--- config.mk ---
export PLATFORM = sky130hd
export DESIGN_NAME = blink_period_meter
export DESIGN_NICKNAME = d
export VERILOG_FILES = /design/src/rtl/blink_period_meter_pkg.sv /design/src/rtl/blink_period_meter_sync_edge_detect.sv /design/src/rtl/blink_period_meter.sv
export SDC_FILE = /design/constraint.sdc
export NUM_CORES = 1
export LEC_CHECK = 0
export BUFFER_PORTS_ARGS = -buffer_cell sky130_fd_sc_hd__buf_4
export CAP_MARGIN = 20
export CORE_ASPECT_RATIO = 0.9
export CORE_MARGIN = 4
export CORE_UTILIZATION = 65
export CTS_CLUSTER_SIZE = 25
export DETAILED_ROUTE_END_ITERATION = 16
export GPL_TIMING_DRIVEN = 0
export PLACE_DENSITY = 0.82
export SYNTH_ARGS = -nofsm -noshare
export SYNTH_HDL_FRONTEND = slang
export SYNTH_SLANG_ARGS = --single-unit
--- constraint.sdc ---
create_clock -name sys_clk -period 7.6 [get_ports sys_clk]
set_input_delay 1.52 -clock sys_clk [delete_from_list [all_inputs] [get_ports sys_clk]]
set_output_delay 1.52 -clock sys_clk [all_outputs]
set_load 0.1 [all_outputs]
--- src/rtl/blink_period_meter_pkg.sv ---
// Shared definitions for the blink period meter: FSM state encodings and the
// default timing constants that match the 1 Hz blink generator on a 50 MHz clock.
package blink_period_meter_pkg;

  typedef enum logic [1:0] {
    ST_IDLE    = 2'd0,
    ST_MEASURE = 2'd1,
    ST_TIMEOUT = 2'd2
  } meter_state_e;

  localparam int unsigned DEF_CLK_HZ      = 50_000_000;
  localparam int unsigned DEF_BLINK_HZ    = 1;
  localparam int unsigned DEF_CNT_W       = 26;
  localparam int unsigned DEF_NOM_HALF    = DEF_CLK_HZ / (2 * DEF_BLINK_HZ);
  localparam int unsigned DEF_TOL         = DEF_NOM_HALF / 100;
  localparam int unsigned DEF_TIMEOUT_CYC = 2 * DEF_NOM_HALF;
  localparam int unsigned DEF_SYNC_STAGES = 2;

endpackage

--- src/rtl/blink_period_meter_sync_edge_detect.sv ---
// Multi-flop synchroniser for an asynchronous input, plus a one-cycle-delayed
// copy and a combinational any-edge pulse derived from the two.
module sync_edge_detect #(
  parameter int unsigned SYNC_STAGES = 2
) (
  input  logic clk_i,
  input  logic rst_i,
  input  logic d_i,
  output logic s_o,
  output logic s_d_o,
  output logic edge_o
);

  logic [SYNC_STAGES-1:0] sync_q;
  logic [SYNC_STAGES-1:0] sync_d;
  logic                   s_d_q;

  always_comb begin
    sync_d = {sync_q[SYNC_STAGES-2:0], d_i};
  end

  always_ff @(posedge clk_i) begin
    if (rst_i) begin
      sync_q <= '0;
      s_d_q  <= 1'b0;
    end else begin
      sync_q <= sync_d;
      s_d_q  <= sync_q[SYNC_STAGES-1];
    end
  end

  assign s_o    = sync_q[SYNC_STAGES-1];
  assign s_d_o  = s_d_q;
  assign edge_o = sync_q[SYNC_STAGES-1] ^ s_d_q;

endmodule

--- src/rtl/blink_period_meter.sv ---
// Measures each half-period of an external square wave in clock cycles,
// flags it against a nominal +/- tolerance window and reports loss of toggling.
//
// state      | meaning
// -----------+-----------------------------------------------------------
// ST_IDLE    | after reset; first edge only arms the counter
// ST_MEASURE | counting cycles since the last edge; each edge reports one
// ST_TIMEOUT | no edge for TIMEOUT_CYC cycles; counter frozen, next edge re-arms
module blink_period_meter
  import blink_period_meter_pkg::*;
#(
  parameter int unsigned CNT_W       = DEF_CNT_W,
  parameter int unsigned NOM_HALF    = DEF_NOM_HALF,
  parameter int unsigned TOL         = DEF_TOL,
  parameter int unsigned TIMEOUT_CYC = DEF_TIMEOUT_CYC,
  parameter int unsigned SYNC_STAGES = DEF_SYNC_STAGES
) (
  input  logic             sys_clk,
  input  logic             sys_rst,
  input  logic             sig_in,
  output logic [CNT_W-1:0] half_period,
  output logic             level,
  output logic             meas_valid,
  output logic             in_spec,
  output logic             timeout
);

  localparam logic [CNT_W-1:0] CNT_ONE = CNT_W'(1);
  localparam logic [CNT_W-1:0] CNT_TMO = CNT_W'(TIMEOUT_CYC);
  localparam logic [CNT_W:0]   NOM_EXT = (CNT_W+1)'(NOM_HALF);
  localparam logic [CNT_W:0]   TOL_EXT = (CNT_W+1)'(TOL);

  logic s_w;
  logic s_d_w;
  logic edge_w;
  logic unused_s;

  sync_edge_detect #(
    .SYNC_STAGES(SYNC_STAGES)
  ) u_sync (
    .clk_i (sys_clk),
    .rst_i (sys_rst),
    .d_i   (sig_in),
    .s_o   (s_w),
    .s_d_o (s_d_w),
    .edge_o(edge_w)
  );

  assign unused_s = s_w;

  meter_state_e     state_q;
  logic [CNT_W-1:0] cnt_q;
  logic [CNT_W-1:0] cnt_d;
  logic [CNT_W-1:0] half_period_q;
  logic             level_q;
  logic             meas_valid_q;
  logic             in_spec_q;
  logic             timeout_q;

  logic [CNT_W:0]   cnt_ext;
  logic [CNT_W:0]   dev;
  logic             within_tol;

  // One extra bit keeps the unsigned distance from wrapping for any counter value.
  always_comb begin
    cnt_ext    = {1'b0, cnt_q};
    dev        = (cnt_ext >= NOM_EXT) ? (cnt_ext - NOM_EXT) : (NOM_EXT - cnt_ext);
    within_tol = (dev <= TOL_EXT);
  end

  always_comb begin
    cnt_d = (cnt_q < CNT_TMO) ? (cnt_q + CNT_ONE) : cnt_q;
  end

  always_ff @(posedge sys_clk) begin
    if (sys_rst) begin
      state_q       <= ST_IDLE;
      cnt_q         <= '0;
      half_period_q <= '0;
      level_q       <= 1'b0;
      meas_valid_q  <= 1'b0;
      in_spec_q     <= 1'b0;
      timeout_q     <= 1'b0;
    end else begin
      meas_valid_q <= 1'b0;
      case (state_q)
        ST_IDLE: begin
          if (edge_w) begin
            state_q <= ST_MEASURE;
            cnt_q   <= CNT_ONE;
          end
        end
        ST_MEASURE: begin
          // An edge landing on the timeout cycle still counts as a measurement.
          if (edge_w) begin
            half_period_q <= cnt_q;
            level_q       <= s_d_w;
            in_spec_q     <= within_tol;
            meas_valid_q  <= 1'b1;
            cnt_q         <= CNT_ONE;
          end else if (cnt_q >= CNT_TMO) begin
            state_q   <= ST_TIMEOUT;
            timeout_q <= 1'b1;
            in_spec_q <= 1'b0;
          end else begin
            cnt_q <= cnt_d;
          end
        end
        ST_TIMEOUT: begin
          if (edge_w) begin
            state_q   <= ST_MEASURE;
            cnt_q     <= CNT_ONE;
            timeout_q <= 1'b0;
          end
        end
        default: begin
          state_q <= ST_IDLE;
        end
      endcase
    end
  end

  assign half_period = half_period_q;
  assign level       = level_q;
  assign meas_valid  = meas_valid_q;
  assign in_spec     = in_spec_q;
  assign timeout     = timeout_q;

endmodule

==> summary.md, run 1 <==
| Metric | Value |
|---|---|
| Worst Hold Class | `register to register` |
| Final Cell Area | `4450 µm²` |
| Total power | `0.699 mW` |
| Final HPWL DP | `8.73 mm` |
| Fin. max-slew vios | `0` |
| Clk pin slew, worst setup/hold paths | `0.07 ns` |
| IO buf count | `31` |
| CTS sink cnt | `61` |
| Clk Tree Root Cell | `clkbuf_8` |
| Most used flip-flop cell after synthesis | `dfxtp_1` |
| Fillers | `405` |
| Crit path DAT | `about 4 ns` |
| CTS tree | `yes` |
| Ys Warns | `0` |
| Max Freq | `about 270 MHz` |
| Required @ worst endpoint | `7.86 ns` |
| TritonCTS buffer count | `9` |
| Die area | `7330 µm²` |
| Worst slew pin tran | `0.806 ns` |
| Number of synthesized register bits | `between 60 and 70` |
| Final setup viols | `0` |
| Antenna violations before repair | `0` |
| Comb pwr share | `approximately 8%` |
| Post-synthesis cell area | `3910 µm²` |
| Area post-placement | `4230 µm²` |
| RSZ-0062 raised after global routing | `false` |
| Xor-xnor portion of the synthesized cell area | `7.16%` |
| GRT Util Overall | `33.1%` |
| Crit path max fanout | `9` |
| Fin. Hold Viols | `0` |
| Power share of the clock group | `a little under half` |
| I/O pin count | `33` |
| Setup crit end kind | `register` |
| Crit start category | `register` |
| Fin nets | `587` |
| Share of layout cells above drive strength 1 | `12.4%` |
| Post-synth top area cell | `dfxtp_1` |
| Synth area leaders | `dfxtp_1 31%, nand2_1 8.7%, a21oi_1 7.3%, nor2_1 4.9%, xnor2_1 4.0%` |
| VDD IR-drop max | `167 µV` |
| Sw frac | `25.6%` |
| Post-CTS Setup Bufs | `0` |
| Avg Synthesized Cell Area | `7.33 µm²` |
| Worst Clk Skew | `0.00746 ns` |
| Largest family of logic cells by synthesized area | `simple AND/OR/NAND/NOR gates` |
| Post-synthesis simple-gate area fraction | `29.4%` |
| Layout area overhead | `13.6%` |
| Int Pwr | `0.520 mW` |
| Crit path kind | `register to register` |
| Vias | `4248` |
| DR DRC count | `0` |
| Clock buffer depth | `2` |
| Number of enable flip-flop cells after synthesis | `0` |
| Die Y | `81.6 µm` |
| H-tree depth | `3` |
| Outcome | `finished clean` |
| Final worst-path cycle share | `49.2%` |
| WL/cell | `18.7 µm` |
| Post-synth top area share | `31.2%` |
| Cts repair resizes | `0` |
| Reg power frac | `46.8%` |
| Drt initial violations | `580` |
| Post-synth top cells | `91 x nand2_1, 61 x dfxtp_1, 57 x a21oi_1` |
| Starting Density | `67.9%` |
| Die X | `89.8 µm` |
| TritonRoute pass-1 iters | `5` |
| Async set-reset flop share out of synthesis | `0%` |
| Total Wirelength | `12.2 mm` |
| Pwr dens | `about 160 nW/µm²` |
| GRT Residual Overflow | `0` |
| Vias per inst | `6.54` |
| Min cycle time layout | `3.74 ns` |
| Vias in the first global route | `between 3000 and 4000` |
| Mapped Cells | `534` |
| GP Congestion | `~1` |
| Largest net degree at the start of global routing | `12` |
| Worst skew pair latency | `0.35 ns` |
| LEAKAGE | `1.61 nW` |
| Mapped Nets | `545` |
| Net Sw Power | `~0.18 mW` |
| Core area | `5760 µm²` |
| Mux share of post-synthesis cell area | `0.799%` |
| Sequential area share after synthesis | `31.2%` |
| Cell row count | `26` |
| Count leader, synth | `nand2_1` |
| Synth Area in Compound Gates | `23.4%` |
| Post-route setup TNS | `0 ns` |
| # diodes | `0` |
| Maxcap violations | `0` |
| First-pass GRT wire length | `19.1 mm` |
| Yosys cell types | `66` |
| Adder-cell share of the synthesized area | `2.56%` |
| CTS Hold Bufs | `0` |
| Slew HR | `46.0%` |
| Post-DRT Antenna Nets | `0` |
-- path summary, 6_finish.rpt --
check	start	endpoint	slack, ns	cells after the start
worst min-delay path	half_period[7]	half_period[7]	0.46	2
worst max register to register	cnt_q[6]	in_spec	3.86	12
worst max-delay path	cnt_q[6]	in_spec	3.86	12
worst min register to register	half_period[7]	half_period[7]	0.46	2
-- layout make-up --
class	instances	area, µm²	share of cell area [%]
clock inverter	6	88.8	2.00
timing repair buffer	31	233	5.24
clock buffer	9	124	2.79
sequential	61	1220	27.5
tap	70	87.6	1.97
multi-input combinational	420	2480	55.7
inverter	13	48.8	1.10
buffer	40	165	3.72
-- through the flow --
| stage | instances | hold WS [ns] | util [%] | setup WS, ns |
|---|---|---|---|---|
| floorplan | 534 | 0.414 | - | 4.42 |
| global placement | 635 | 0.418 | 73.5 | 3.93 |
| detailed placement | 635 | 0.449 | 73.5 | 3.95 |
| CTS | 650 | 0.457 | 77.2 | 3.93 |
| global route | 650 | 0.476 | 77.2 | 3.65 |
| finish | 650 | 0.457 | 77.2 | 3.86 |
-- registers in the layout, summed over array words and instances (netlist names), 2 cells and up --
signal and flops:
cnt_q 26, half_period 26, state_q 2, u_sync.sync_q 2
-- metal layers --
layer | GRT usage (%) | up-vias | wire length, µm
met1 | 42.3 | 1942 | 4930
met4 | 12.6 | 0 | 302
met3 | 7.97 | 40 | 1220
li1 | - | 1974 | -
met2 | 55.1 | 292 | 5710
met5 | 0 | - | 0
-- cell usage in the layout (no fill, tap or decap), drive strengths merged, types with 10 or more instances in the layout --
| master | n |
|---|---|
| nor2 | 52 |
| xor2 | 14 |
| nand3 | 17 |
| clkbuf | 41 |
| buf | 39 |
| a21oi | 60 |
| nand4 | 13 |
| dfxtp | 61 |
| nor3 | 11 |
| nand2 | 91 |
| xnor2 | 18 |
| inv | 13 |
| a31oi | 10 |
| o21ai | 26 |
-- power groups by stage --
stage	logic [mW]	registers, mW	clock network, mW
2_1_floorplan	0.0366	0.336	0
3_3_place_gp	0.0511	0.333	0
3_5_place_dp	0.0529	0.334	0
4_1_cts	0.0538	0.326	0.315
5_1_grt	0.0594	0.327	0.327
6_report	0.0556	0.327	0.316
-- critical path, cell delays in order, from the launching register on --
cell      delay [ns]
dfxtp_1         0.33
clkbuf_1        0.25
inv_1           0.28
ha_1            0.27
or4b_2          0.71
a21oi_1         0.22
or4_1           0.13
a21oi_1         0.04
nor4b_1         0.38
xnor2_1         0.18
nand4_1         0.12
o41a_1          0.47
a311oi_2        0.26
-- cell families after synthesis --
logic type | Yosys count
and+or+nand+nor | 237
muxes | 3
adders and majority gates | 8
AOI/OAI and AO/OA | 140
xor gates and xnor gates | 32
DFF | 61
buffers and inverters | 53
(Power assumes the default switching activity.)
==> inputs of run 2 (changes only) <==
- ABC_AREA: default -> 1
- CORE_UTILIZATION: 65 -> 56
- PLACE_DENSITY: 0.82 -> 0.74
- clock period: 7.6 -> 3.28 ns (I/O delays scaled with it)
==> run 2 against run 1 <==
Effect of this change: maximum frequency grew 27%; cell area grew 22%; highest routed layer unchanged; synthesized cell count grew 46%; die area grew 40%; worst hold slack lost 0.040 ns; critical path depth grew 2; critical path type unchanged; combinational power grew to 5.0 times the previous value.
==> summary.md, run 2 <==
| Metric | Value |
|---|---|
| CTS Hold Bufs | `0` |
| Max Freq | `roughly 340 MHz` |
| Vias per inst | `5.60` |
| Number of synthesized register bits | `61` |
| Vias | `between 5000 and 6000` |
| Die area | `10300 µm²` |
| Starting Density | `57.3%` |
| # diodes | `0` |
| CP top delay family | `simple AND/OR/NAND/NOR gates` |
| Required @ worst endpoint | `3.47 ns` |
| Share of layout cells above drive strength 1 | `16.4%` |
| Final Cell Area | `5450 µm²` |
| RR Endpoint | `cnt_q[24]` |
| Mapped Nets | `792` |
| Maxcap violations | `0` |
| Worst Hold Class | `register to register` |
| Clock buffer depth | `2` |
| CP Launch Point | `cnt_q[1]` |
| Cell row count | `32` |
| Ys Warns | `0` |
| Reg area | `around 1200 µm²` |
| Worst Clk Skew | `approximately 0.015 ns` |
| Core area | `~8500 µm²` |
| Cts repair resizes | `0` |
| Crit path max fanout | `10` |
| Area post-placement | `5280 µm²` |
| Pwr dens | `~300 nW/µm²` |
| Die Y | `96.6 µm` |
| Count leader, synth | `nand2_1` |
| Clk pin slew, worst setup/hold paths | `0.08 ns` |
| Final HPWL DP | `12.6 mm` |
| GRT Residual Overflow | `0` |
| Layout area overhead | `11.4%` |
| FF-to-FF path depth | `14` |
| Multi-input gate area | `3080 µm²` |
| Sequential area share after synthesis | `25.0%` |
| LEAKAGE | `2.60 nW` |
| R2R setup slack | `0.34 ns` |
| Total Wirelength | `15.9 mm` |
| WL/cell | `16.7 µm` |
| Post-Layout Cell Count | `948` |
| Mapped Cells | `between 700 and 800` |
| Yosys cell types | `47` |
| Finished Core Util | `63.8%` |
| Commonest non-fill, non-tap cell in the layout | `nand2_1` |
| Post-route setup TNS | `0 ns` |
| Setup crit end kind | `register` |
| CP max stage cell | `dfxtp_1` |
| Fin. max-slew vios | `0` |
| Min cycle time layout | `2.94 ns` |
| Die X | `roughly 110 µm` |
| Crit path DAT | `3.13 ns` |
| Avg Synthesized Cell Area | `between 6 and 7 µm²` |
| Largest net degree at the start of global routing | `12` |
| Antenna violations before repair | `0` |
| RSZ-0062 raised after global routing | `false` |
| Clk Tree Root Cell | `clkbuf_8` |
| Cells along the critical path | `inv_1, ha_1, nand2_1, nor2_1, nand2_1, nor3_1, a31oi_1, nand2_1, nand2_2, inv_1, buf_4, nor2_1, nor2_1, nor3_1` |
| Commonest non-fill, non-tap cells in the layout | `226 x nand2_1, 91 x nor2_1, 66 x inv_1` |
| Fin nets | `835` |
| Final worst-path cycle share | `89.6%` |
| Async set-reset flop share out of synthesis | `0%` |
| I/O pin count | `33` |
| Drt initial violations | `394` |
| TritonCTS buffer count | `9` |
| Setup crit end | `cnt_q[24]` |
| Min-Delay Path Depth | `2` |
| Post-synth top cells | `226 x nand2_1, 91 x nor2_1, 66 x inv_1` |
| Post-CTS Setup Bufs | `0` |
| Outcome | `finished clean` |
| Most used flip-flop cell after synthesis | `dfxtp_1` |
| TritonRoute pass-1 iters | `5` |
| First-pass GRT wire length | `25.5 mm` |
| Slew HR | `60.4%` |
| R2r startpoint | `cnt_q[1]` |
| Worst skew pair latency | `between 0.3 and 0.4 ns` |
| Worst path bufs/invs | `3` |
| IO buf count | `32` |
| Placed insts | `slightly above 900` |
| GRT Util Overall | `31.1%` |
| Fillers | `833` |
| H-tree depth | `3` |
| GP Congestion | `1.02` |
| Crit start category | `register` |
| Post-synthesis cell area | `about 4900 µm²` |
| CTS tree | `yes` |
| Crit path kind | `register to register` |
| Post-synth top area share | `25.0%` |
| CP peak stage delay | `0.36 ns` |
| Post-synth top area cell | `dfxtp_1` |
| Post-DRT Antenna Nets | `0` |
| Number of enable flip-flop cells after synthesis | `0` |
| Vias in the first global route | `about 5000` |
| Worst slew pin tran | `between 0.5 and 0.6 ns` |
| Fin. Hold Viols | `0` |
| VDD IR-drop max | `350 µV` |
| Final setup viols | `0` |
| CTS sink cnt | `61` |
| CP Depth | `14` |
| Synth area leaders | `dfxtp_1 25%, nand2_1 17%, nor2_1 7.0%, a21oi_1 5.1%, inv_1 5.1%` |
| DR DRC count | `0` |
[run 2: cell count changes after synthesis, sizes merged, moves of 19 or more]
cell    previous run  this run
buf                8        27
nand2             91       252
clkbuf            32         9
inv               13        82
nor2              52       106
nand3             17        54
[run 2: worst min-delay path by stage]
| stage | slack (ns) | end | start |
|---|---|---|---|
| after floorplan | 0.39 | u_sync.sync_q[1] | u_sync.sync_q[0] |
| after global placement | 0.40 | u_sync.sync_q[1] | u_sync.sync_q[0] |
| after detailed placement | 0.41 | u_sync.sync_q[1] | u_sync.sync_q[0] |
| after CTS | 0.42 | u_sync.sync_q[1] | u_sync.sync_q[0] |
| after global routing | 0.45 | u_sync.sync_q[1] | u_sync.sync_q[0] |
| final | 0.42 | u_sync.sync_q[1] | u_sync.sync_q[0] |
[run 2: worst register-to-register path, cell delays in order, from the launching register on]
cell and delay, ns:
dfxtp_1 0.36, inv_1 0.19, ha_1 0.31, nand2_1 0.08
nor2_1 0.28, nand2_1 0.23, nor3_1 0.25, a31oi_1 0.21
nand2_1 0.14, nand2_2 0.11, inv_1 0.21, buf_4 0.22
nor2_1 0.07, nor2_1 0.09, nor3_1 0.05
[run 2: layer usage]
layer	track usage [%]	vias up	wire length, µm
met3	4.40	38	1380
met2	47.8	270	7010
met4	13.9	0	624
met1	43.3	2404	6850
met5	0	-	0
li1	-	2599	-
[run 2: cell type report]
class / count / area share (%)
clock buffers: 11 / 2.41
plain buffers: 36 / 4.71
multi-input cells: 601 / 56.6
flip-flops and latches: 61 / 22.4
repair buffers: 32 / 4.41
inverters: 83 / 5.97
well taps: 119 / 2.73
clock inverters: 5 / 0.689
[run 2: logic make-up (layout without fill, tap and decap cells)]
group / count (synthesis) / count (layout) / synth area share (%)
buffers and inverters: 119 / 167 / 11.9
AO/OA/AOI/OAI: 109 / 109 / 12.0
AND/OR/NAND/NOR: 459 / 459 / 44.5
XOR/XNOR: 25 / 25 / 4.48
flip-flops: 61 / 61 / 25.0
adder cells (fa/ha/maj): 8 / 8 / 2.05
[run 2: report_power, final]
| part | switching, mW | internal (mW) | total [mW] |
|---|---|---|---|
| clock network | 0.301 | 0.275 | 0.576 |
| registers | 0.0130 | 0.755 | 0.768 |
| logic | 0.208 | 0.0692 | 0.277 |
| total | 0.521 | 1.10 | 1.62 |
[run 2: metrics by stage]
stage | power (mW) | hold slack, ns | setup WS (ns)
finish | 1.62 | 0.417 | 0.340
global route | 1.69 | 0.449 | 0.129
CTS | 1.62 | 0.419 | 0.375
detailed placement | 1.06 | 0.409 | 0.430
global placement | 1.05 | 0.400 | 0.467
floorplan | 0.989 | 0.388 | 1.08
==> inputs of run 3 (changes only) <==
- CTS_BUF_LIST: default -> sky130_fd_sc_hd__clkbuf_8 sky130_fd_sc_hd__clkbuf_16
==> run 3 against run 2 <==
Effect of this change: power shrank 0.37%; non-clock buffer count unchanged; clock-buffer cell count fell by 2; via count about the same; maximum frequency is essentially flat; sequential cell count unchanged; first-iteration DRC count unchanged; combinational power about the same; setup slack about the same; sequential power is essentially flat; worst hold slack is the same; critical path depth unchanged; critical path type unchanged; highest routed layer unchanged.
==> summary.md, run 3 (synthesis results as in run 2) <==
| Metric | Value |
|---|---|
| DR DRC count | `0` |
| RSZ-0062 raised after global routing | `false` |
| Core area | `about 8500 µm²` |
| Min cycle time layout | `roughly 2.9 ns` |
| Met2 usage | `47.8%` |
| Crit path max fanout | `10` |
| Die Y | `96.6 µm` |
| Worst Hold Class | `register to register` |
| Max Freq | `340 MHz` |
| Clock buffer depth | `2` |
| GP Congestion | `1.02` |
| Setup crit end kind | `register` |
| CTS tree | `yes` |
| Post-route setup TNS | `0 ns` |
| Vias per inst | `about 5.6` |
| Final setup viols | `0` |
| Met1 GRT Util | `43.3%` |
| Int Pwr | `about 1.1 mW` |
| Worst Clk Skew | `0.0147 ns` |
| Largest net degree at the start of global routing | `12` |
| Final worst-path cycle share | `89.6%` |
| Worst skew pair latency | `0.34 ns` |
| Clk Tree Root Cell | `clkbuf_8` |
| Commonest non-fill, non-tap cells in the layout | `226 x nand2_1, 91 x nor2_1, 68 x inv_1` |
| Post-DRT Antenna Nets | `0` |
| TritonCTS buffer count | `9` |
| Crit path DAT | `approximately 3.1 ns` |
| I/O pin count | `33` |
| Sw frac | `32.3%` |
| Cts repair resizes | `0` |
| Slew HR | `60.4%` |
| Fin nets | `835` |
| Starting Density | `a little under three fifths` |
| CTS Hold Bufs | `0` |
| Final HPWL DP | `about 13 mm` |
| Commonest non-fill, non-tap cell in the layout | `nand2_1` |
| Worst slew pin tran | `approximately 0.6 ns` |
| H-tree depth | `3` |
| GRT Util Overall | `31.1%` |
| Maxcap violations | `0` |
| Die area | `just over 10000 µm²` |
| Crit start category | `register` |
| Dpl ws | `~0.43 ns` |
| Fin. max-slew vios | `0` |
| Crit path kind | `register to register` |
| Net Sw Power | `0.522 mW` |
| # diodes | `0` |
| Clk pin slew, worst setup/hold paths | `0.08 ns` |
| CTS sink cnt | `between 60 and 70` |
| Die X | `106 µm` |
| Fin. Hold Viols | `0` |
| Pwr dens | `297 nW/µm²` |
| Finished Core Util | `a little under two thirds` |
| VDD IR-drop max | `350 µV` |
| LEAKAGE | `between 2 and 3 nW` |
| WL/cell | `16.7 µm` |
| Total Wirelength | `15.9 mm` |
| Layout area overhead | `11.4%` |
| Final Worst Setup Slack | `around 0.34 ns` |
| Cell row count | `32` |
| Drt initial violations | `394` |
| Comb pwr share | `roughly 17%` |
| Vias in the first global route | `5002` |
| Power share of the clock group | `roughly a third` |
| WHS | `0.417 ns` |
| Share of layout cells above drive strength 1 | `16.4%` |
| Antenna violations before repair | `0` |
| Vias | `5310` |
| First-pass GRT wire length | `25.5 mm` |
| IO buf count | `32` |
| GRT Residual Overflow | `0` |
| Outcome | `finished clean` |
| Reg power frac | `47.6%` |
| Required @ worst endpoint | `3.47 ns` |
| Met3 usage | `around 4.4%` |
| Post-CTS Setup Bufs | `0` |
| TritonRoute pass-1 iters | `5` |
| Fillers | `approximately 830` |
| Total power | `1.62 mW` |
| Most Crowded Layer GR | `met2` |
-- run 3: cell count changes in the layout (fill, tap and decap cells not counted) --
cell and change:
inv_1 +2, clkbuf_1 -2
-- run 3: worst paths after layout --
kind                    start          endpoint  slack [ns]  cells past startpoint
max reg2reg          cnt_q[1]         cnt_q[24]        0.34                     14
max                  cnt_q[1]         cnt_q[24]        0.34                     14
min          u_sync.sync_q[0]  u_sync.sync_q[1]        0.42                      2
min reg2reg  u_sync.sync_q[0]  u_sync.sync_q[1]        0.42                      2
-- run 3: area by class of cell --
cell class	count	area, µm²	area share [%]
Inverter	83	325	5.97
Clock buffer	9	124	2.27
Multi-Input combinational cell	601	3080	56.6
Buffer	36	256	4.71
Sequential cell	61	1220	22.4
Clock inverter	7	45.0	0.827
Tap cell	119	149	2.73
Timing Repair Buffer	32	240	4.41
-- run 3: per-layer routing --
metal | vias to the layer above | wire, µm
li1 | 2598 | -
met1 | 2403 | 6850
met2 | 271 | 7000
met3 | 38 | 1390
met4 | 0 | 624
met5 | - | 0
-- run 3: power by group through the flow --
stage	Clock, mW	Sequential, mW	Combinational, mW
floorplan	0	0.850	0.139
global placement	0	0.784	0.270
detailed placement	0	0.784	0.272
CTS	0.578	0.768	0.273
global route	0.618	0.770	0.300
finish	0.570	0.768	0.277
-- run 3: worst max-delay path, cell delays in order (launching register included) --
cell and delay [ns]:
dfxtp_1 0.36, inv_1 0.19, ha_1 0.31, nand2_1 0.08
nor2_1 0.28, nand2_1 0.23, nor3_1 0.25, a31oi_1 0.21
nand2_1 0.14, nand2_2 0.11, inv_1 0.21, buf_4 0.22
nor2_1 0.06, nor2_1 0.09, nor3_1 0.05
-- run 3: stage by stage --
stage	cells	area, µm²
after global placement	932	5280
after CTS	948	5450
final	948	5450
after floorplan	781	4890
after detailed placement	932	5280
after global routing	948	5450
